**config.mk**
```make
export PLATFORM = sky130hd
export DESIGN_NAME = data_array_evict_reader_flat
export DESIGN_NICKNAME = d
export VERILOG_FILES = /design/src/rtl/data_array_evict_reader_if.sv /design/src/rtl/data_array_evict_reader.sv /design/src/flat_wrapper.sv
export SDC_FILE = /design/constraint.sdc
export NUM_CORES = 1
export LEC_CHECK = 0
export CORE_AREA = 2 2 163 165
export CTS_CLUSTER_SIZE = 14
export DETAILED_ROUTE_END_ITERATION = 6
export DIE_AREA = 0 0 165 167
export PLACE_DENSITY = 0.81
export SKIP_LAST_GASP = 1
export SLEW_MARGIN = 30
export SYNTH_ARGS = -nofsm -noshare
export SYNTH_HDL_FRONTEND = slang
export SYNTH_SLANG_ARGS = --single-unit
```
**constraint.sdc**
```tcl
create_clock -name clk -period 27.8 [get_ports clk]
set_input_delay 5.56 -clock clk [delete_from_list [all_inputs] [get_ports clk]]
set_output_delay 5.56 -clock clk [all_outputs]
set_load 0.01 [all_outputs]
```
**src/rtl/data_array_evict_reader_if.sv**
```systemverilog
// ---------------------------------------------------------------------------
// data_array_evict_reader_if
// Bundles the three handshakes of the eviction reader:
//   req_*   : eviction request from replacement/miss logic (valid/ready)
//   rd_*    : shared data-array read port (enable/grant, data 1 cycle later)
//   out_*   : 128-bit writeback beat stream (valid/ready) + evict_done pulse
// Modports:
//   master : the eviction reader itself (drives req_ready, rd_*, out_*)
//   slave  : its environment (requester, arbiter/array, writeback sink)
// ---------------------------------------------------------------------------
interface data_array_evict_reader_if #(
  parameter int SET_W = 6,
  parameter int WAY_W = 2,
  parameter int ID_W  = 4
);
  logic             req_valid;
  logic             req_ready;
  logic [SET_W-1:0] req_set;
  logic [WAY_W-1:0] req_way;
  logic [1:0]       req_mask;
  logic [ID_W-1:0]  req_id;

  logic             rd_en;
  logic             rd_gnt;
  logic [SET_W-1:0] rd_set;
  logic [WAY_W-1:0] rd_way;
  logic [1:0]       rd_mask;
  logic [255:0]     rd_data;

  logic             out_valid;
  logic             out_ready;
  logic [127:0]     out_data;
  logic             out_half;
  logic             out_last;
  logic [ID_W-1:0]  out_id;
  logic             evict_done;

  modport master (
    input  req_valid, req_set, req_way, req_mask, req_id,
    input  rd_gnt, rd_data,
    input  out_ready,
    output req_ready,
    output rd_en, rd_set, rd_way, rd_mask,
    output out_valid, out_data, out_half, out_last, out_id, evict_done
  );

  modport slave (
    output req_valid, req_set, req_way, req_mask, req_id,
    output rd_gnt, rd_data,
    output out_ready,
    input  req_ready,
    input  rd_en, rd_set, rd_way, rd_mask,
    input  out_valid, out_data, out_half, out_last, out_id, evict_done
  );
endinterface

```
**src/rtl/data_array_evict_reader.sv**
```systemverilog
// ---------------------------------------------------------------------------
// data_array_evict_reader
// Read-side client of the cache data array. Accepts one eviction request at
// a time, issues a single arbitrated read of the 256-bit line, captures it
// the cycle after the grant and streams the selected 128-bit halves (low
// half first) toward the writeback path. evict_done pulses for one cycle
// once the last beat is accepted (or right after a request with no halves).
// Ports:
//   clk  : clock
//   rst  : asynchronous reset, active-high; aborts any request silently
//   bus  : data_array_evict_reader_if.master (req_*, rd_*, out_*, evict_done)
// ---------------------------------------------------------------------------
module data_array_evict_reader #(
  parameter int SET_W = 6,
  parameter int WAY_W = 2,
  parameter int ID_W  = 4
) (
  input  logic                        clk,
  input  logic                        rst,
  data_array_evict_reader_if.master   bus
);

  typedef enum logic [1:0] {IDLE, RD, CAP, SEND} state_t;

  state_t           state_q, state_d;
  logic [SET_W-1:0] set_q;
  logic [WAY_W-1:0] way_q;
  logic [1:0]       mask_q;
  logic [ID_W-1:0]  id_q;
  logic [255:0]     line_q;
  logic             half_q;
  logic             done_q;

  logic             req_ready_c;
  logic             rd_en_c;
  logic             out_valid_c;
  logic             last_c;
  logic             accept_c;
  logic             beat_hs_c;

  // Current half is the last one when it is the upper half or the upper
  // half was not requested.
  assign last_c    = half_q | ~mask_q[1];
  assign accept_c  = (state_q == IDLE) & bus.req_valid;
  assign beat_hs_c = (state_q == SEND) & bus.out_ready;

  // NOTE: state register and next-state logic are split; the register is the
  // only place the state changes, so reset and clocking stay in one spot.
  always_ff @(posedge clk or posedge rst) begin
    if (rst) state_q <= IDLE;
    else     state_q <= state_d;
  end

  // NOTE: every output of this block gets a default before the case so no
  // path leaves it unassigned (which would infer a latch).
  always_comb begin
    state_d     = state_q;
    req_ready_c = 1'b0;
    rd_en_c     = 1'b0;
    out_valid_c = 1'b0;
    case (state_q)
      IDLE: begin
        req_ready_c = 1'b1;
        // An empty mask completes without touching the array.
        if (bus.req_valid && (bus.req_mask != 2'b00)) state_d = RD;
      end
      RD: begin
        rd_en_c = 1'b1;
        if (bus.rd_gnt) state_d = CAP;
      end
      CAP: state_d = SEND;
      SEND: begin
        out_valid_c = 1'b1;
        if (bus.out_ready && last_c) state_d = IDLE;
      end
      default: state_d = IDLE;
    endcase
  end

  // NOTE: the line buffer is reset along with the control state so outputs
  // read as zero after reset; sequential state uses non-blocking updates
  // only, so every register samples pre-edge values.
  always_ff @(posedge clk or posedge rst) begin
    if (rst) begin
      set_q  <= '0;
      way_q  <= '0;
      mask_q <= '0;
      id_q   <= '0;
      line_q <= '0;
      half_q <= 1'b0;
      done_q <= 1'b0;
    end else begin
      done_q <= (accept_c && (bus.req_mask == 2'b00)) || (beat_hs_c && last_c);
      if (accept_c) begin
        set_q  <= bus.req_set;
        way_q  <= bus.req_way;
        mask_q <= bus.req_mask;
        id_q   <= bus.req_id;
      end
      if (state_q == CAP) begin
        // rd_data is only meaningful here; start at the lowest requested half.
        line_q <= bus.rd_data;
        half_q <= ~mask_q[0];
      end else if (beat_hs_c && !last_c) begin
        half_q <= 1'b1;
      end
    end
  end

  assign bus.req_ready  = req_ready_c;
  assign bus.rd_en      = rd_en_c;
  assign bus.rd_set     = set_q;
  assign bus.rd_way     = way_q;
  assign bus.rd_mask    = mask_q;
  assign bus.out_valid  = out_valid_c;
  assign bus.out_data   = half_q ? line_q[255:128] : line_q[127:0];
  assign bus.out_half   = half_q;
  assign bus.out_last   = (state_q == SEND) & last_c;
  assign bus.out_id     = id_q;
  assign bus.evict_done = done_q;

endmodule

```
**src/flat_wrapper.sv**
```systemverilog
// flat-port wrapper written by rule: the top's interface ports become plain ports
module data_array_evict_reader_flat 
#(
  parameter int SET_W = 6,
  parameter int WAY_W = 2,
  parameter int ID_W  = 4
)
  (clk, rst, bus_req_valid, bus_req_set, bus_req_way, bus_req_mask, bus_req_id, bus_rd_gnt, bus_rd_data, bus_out_ready, bus_req_ready, bus_rd_en, bus_rd_set, bus_rd_way, bus_rd_mask, bus_out_valid, bus_out_data, bus_out_half, bus_out_last, bus_out_id, bus_evict_done);
  data_array_evict_reader_if #(.SET_W(SET_W), .WAY_W(WAY_W), .ID_W(ID_W)) bus_i ();
  input  logic clk;
  input  logic rst;
  input wire logic [$bits(bus_i.req_valid)-1:0] bus_req_valid;
  input wire logic [$bits(bus_i.req_set)-1:0] bus_req_set;
  input wire logic [$bits(bus_i.req_way)-1:0] bus_req_way;
  input wire logic [$bits(bus_i.req_mask)-1:0] bus_req_mask;
  input wire logic [$bits(bus_i.req_id)-1:0] bus_req_id;
  input wire logic [$bits(bus_i.rd_gnt)-1:0] bus_rd_gnt;
  input wire logic [$bits(bus_i.rd_data)-1:0] bus_rd_data;
  input wire logic [$bits(bus_i.out_ready)-1:0] bus_out_ready;
  output wire logic [$bits(bus_i.req_ready)-1:0] bus_req_ready;
  output wire logic [$bits(bus_i.rd_en)-1:0] bus_rd_en;
  output wire logic [$bits(bus_i.rd_set)-1:0] bus_rd_set;
  output wire logic [$bits(bus_i.rd_way)-1:0] bus_rd_way;
  output wire logic [$bits(bus_i.rd_mask)-1:0] bus_rd_mask;
  output wire logic [$bits(bus_i.out_valid)-1:0] bus_out_valid;
  output wire logic [$bits(bus_i.out_data)-1:0] bus_out_data;
  output wire logic [$bits(bus_i.out_half)-1:0] bus_out_half;
  output wire logic [$bits(bus_i.out_last)-1:0] bus_out_last;
  output wire logic [$bits(bus_i.out_id)-1:0] bus_out_id;
  output wire logic [$bits(bus_i.evict_done)-1:0] bus_evict_done;
  assign bus_i.req_valid = bus_req_valid;
  assign bus_i.req_set = bus_req_set;
  assign bus_i.req_way = bus_req_way;
  assign bus_i.req_mask = bus_req_mask;
  assign bus_i.req_id = bus_req_id;
  assign bus_i.rd_gnt = bus_rd_gnt;
  assign bus_i.rd_data = bus_rd_data;
  assign bus_i.out_ready = bus_out_ready;
  assign bus_req_ready = bus_i.req_ready;
  assign bus_rd_en = bus_i.rd_en;
  assign bus_rd_set = bus_i.rd_set;
  assign bus_rd_way = bus_i.rd_way;
  assign bus_rd_mask = bus_i.rd_mask;
  assign bus_out_valid = bus_i.out_valid;
  assign bus_out_data = bus_i.out_data;
  assign bus_out_half = bus_i.out_half;
  assign bus_out_last = bus_i.out_last;
  assign bus_out_id = bus_i.out_id;
  assign bus_evict_done = bus_i.evict_done;
  data_array_evict_reader #(.SET_W(SET_W), .WAY_W(WAY_W), .ID_W(ID_W)) u_core (.clk(clk), .rst(rst), .bus(bus_i));
endmodule
```
==> results.toml <==
[global_routing]
track_usage = 0.216
grt_pass1_wl_um = 46100
grt_max_degree = 116
grt_pass1_vias = 8337
antenna_found_initial = 4
overflow = 0

[yosys]
synth_area_leaders = "dfrtp_1 58%, mux2_2 38%, buf_2 1.8%, ha_1 0.53%, inv_1 0.096%"
synth.largest_area_cell = "dfrtp_1"
post-synth-top-area-fraction = 0.585
syn_area_mm2 = 0.0117
ys_seq_area_frac = 0.585
synth_cell_types = 18
synth_cells = 738
synth.avg_cell_area_um2 = 15.9
synth-seq-cells = 274
synth-edff-count = 0
synth-warning-count = 0
ys_async_sr_fraction = 1.00
synth_fp_nets = 1018
synthFlopType = "dfrtp_1"

[pwr]
powerDensity_mw_per_mm2 = 124
p_leak_nw = 7.02
vdd_drop_max_v = 0.0000640

[clocking]
clkSlewWorstSetupHoldPaths_ns = 0.06
cts_made_buffers = 30
cts_tree = "yes"
cts-root-buf = "clkbuf_16"
cts_setup_buffers = 0
clk_latency_ns = 0.54
holdBufCountCts = 0
clock_path_buffers = 3
cts.htree.levels = 1
cts.sinks = 274
cts_resized = 0

[timing]
min_period_over_period = 0.321
finalMaxSlewViolations = 0
tightestPinTransition_ns = 0.983
whs_ns = 0.486
rsz0062_at_grt = "no"
relSlewSlack = 0.345
hold_viol = 0
setup_ws_ns = 18.87
clock.fmax_mhz = 112
finalSetupViolations = 0
final.setup.tns_ns = 0
period_minus_slack_ns = 8.93
fin_skew_ns = 0.00870

[detailed_routing]
drc = 0
drt-wirelength-per-cell_um = 20.2
firstDrtPassIters = 4
postRouteAntennaNets = 0
avgViaCountPerCell = 5.04
vias = 7632
drt-total-wl_um = 30500
drtIter0Drc = 417

[setup_path]
worstPathRequired_ns = 22.24
slowest_delay_ns = 0.96
worstSetupEndpointType = "primary output"
critPathBufInv = 2
critical_path_class = "flip-flop to primary output"
cp_top_family = "buffers and inverters"
cp.arrival_ns = 3.37
worstPathCellList = "buf_4 > mux2_2 > clkdlybuf4s50_1"
critical-path-slowest-cell = "dfrtp_4"
reg2reg_depth = 5
path_depth = 3
cp-start-kind = "flip-flop"
critPathMaxFanout = 71
ff2ff_setup_slack_ns = 24.36

[final_layout]
area_delta_synth_final_pct = 46.8
final_cell_mix = "422 x clkdlybuf4s50_1, 398 x mux2_2, 273 x dfrtp_1"
finalNonFillerCells = 1514
fin_nets = 1434
drive_gt1_frac = 0.387
num-fill-cells = 1864
final_common_cell = "clkdlybuf4s50_1"
fin_util = 0.668

[placed_design]
dp.cells = 1457
io_buffers = 422
dp_worst_setup_slack_ns = 19.38
dp_hpwl_um = 21900
place_congestion = 0.787

[job]
max-cap-violations = 0

[floorplan]
rows = 59
die_x_um = 165
die_h_um = 167
initial_core_util = 0.455
num_io_pins = 423
core_area_mm2 = 0.0258
die_area_mm2 = 0.0276

[outcome]
outcome = "complete, no violations"

[min_path]
min_path_type = "flip-flop to flip-flop"
hold_depth = 1
[worst register-to-register path, stage by stage, from the launching register on]
cell and delay (ns):
dfrtp_1 0.41, inv_1 0.18, ha_4 0.68, buf_4 0.71
buf_4 0.90, mux2_2 0.46
[path summary, 6_finish.rpt]
| path | start | to |
|---|---|---|
| hold reg to reg | u_core.bus.rd_mask[0] | u_core.bus.out_half |
| min in group asynchronous | rst | u_core.line_q[52] |
| setup reg to reg | u_core.state_q[0] | u_core.line_q[175] |
| setup / recovery | u_core.bus.out_half | bus_out_data[14] |
| max in group asynchronous | rst | u_core.line_q[255] |
| hold / removal | u_core.bus.rd_mask[0] | u_core.bus.out_half |
[registers in the layout (all words and copies together) (netlist names)]
| register | flops |
|---|---|
| u_core.bus.out_half | 1 |
| u_core.line_q | 256 |
| u_core.bus.evict_done | 1 |
| u_core.state_q | 2 |
| u_core.bus.rd_way | 2 |
| u_core.bus.rd_set | 6 |
| u_core.bus.out_id | 4 |
| u_core.bus.rd_mask | 2 |
[synth_stat cells (3+ instances only)]
cell type  number
mux2_2        398
dfrtp_1       274
buf_2          43
ha_1            5
inv_1           3
nand2_1         3
[where the power goes]
part           switching (mW)  internal [mW]
clock                   0.155          0.229
combinational           0.365          0.651
sequential              0.131          0.609
total                   0.651           1.49
[metrics by stage]
step,power (mW),instance area (µm²)
after detailed placement,1.77,16200
after floorplan,1.32,11700
after global routing,2.26,17200
final,2.14,17200
after global placement,1.74,16200
after CTS,2.17,17200
[cell type report]
class / instances / area [µm²] / area share
clock buffers: 46 / 932 / 0.0542
well taps: 335 / 419 / 0.0244
multi-input cells: 417 / 4650 / 0.270
clock inverters: 7 / 40.0 / 0.00233
flip-flops and latches: 274 / 6860 / 0.399
repair buffers: 428 / 4280 / 0.249
diodes: 4 / 10.0 / 0.000582
inverters: 3 / 18.8 / 0.00109
[kinds of logic (layout without fill, tap and decap cells)]
| group | count (synthesis) | in the layout | share of synthesized area |
|---|---|---|---|
| mux | 400 | 400 | 0.384 |
| flops | 274 | 274 | 0.585 |
| buf+inv | 47 | 484 | 0.0196 |
| simple gates | 7 | 7 | 0.00288 |
| fa+ha+maj | 5 | 5 | 0.00534 |
| compound gates | 5 | 5 | 0.00309 |
| other cells | 0 | 4 | 0 |
[per-layer routing]
layer  GRT usage  share of wire  up-vias
met5           0              0        -
met4      0.0881          0.038        0
met3      0.0623          0.083       70
met2       0.375           0.50      315
met1       0.250           0.38     3766
li1            -              -     3481
No activity file was read; power rests on OpenSTA's default activity.
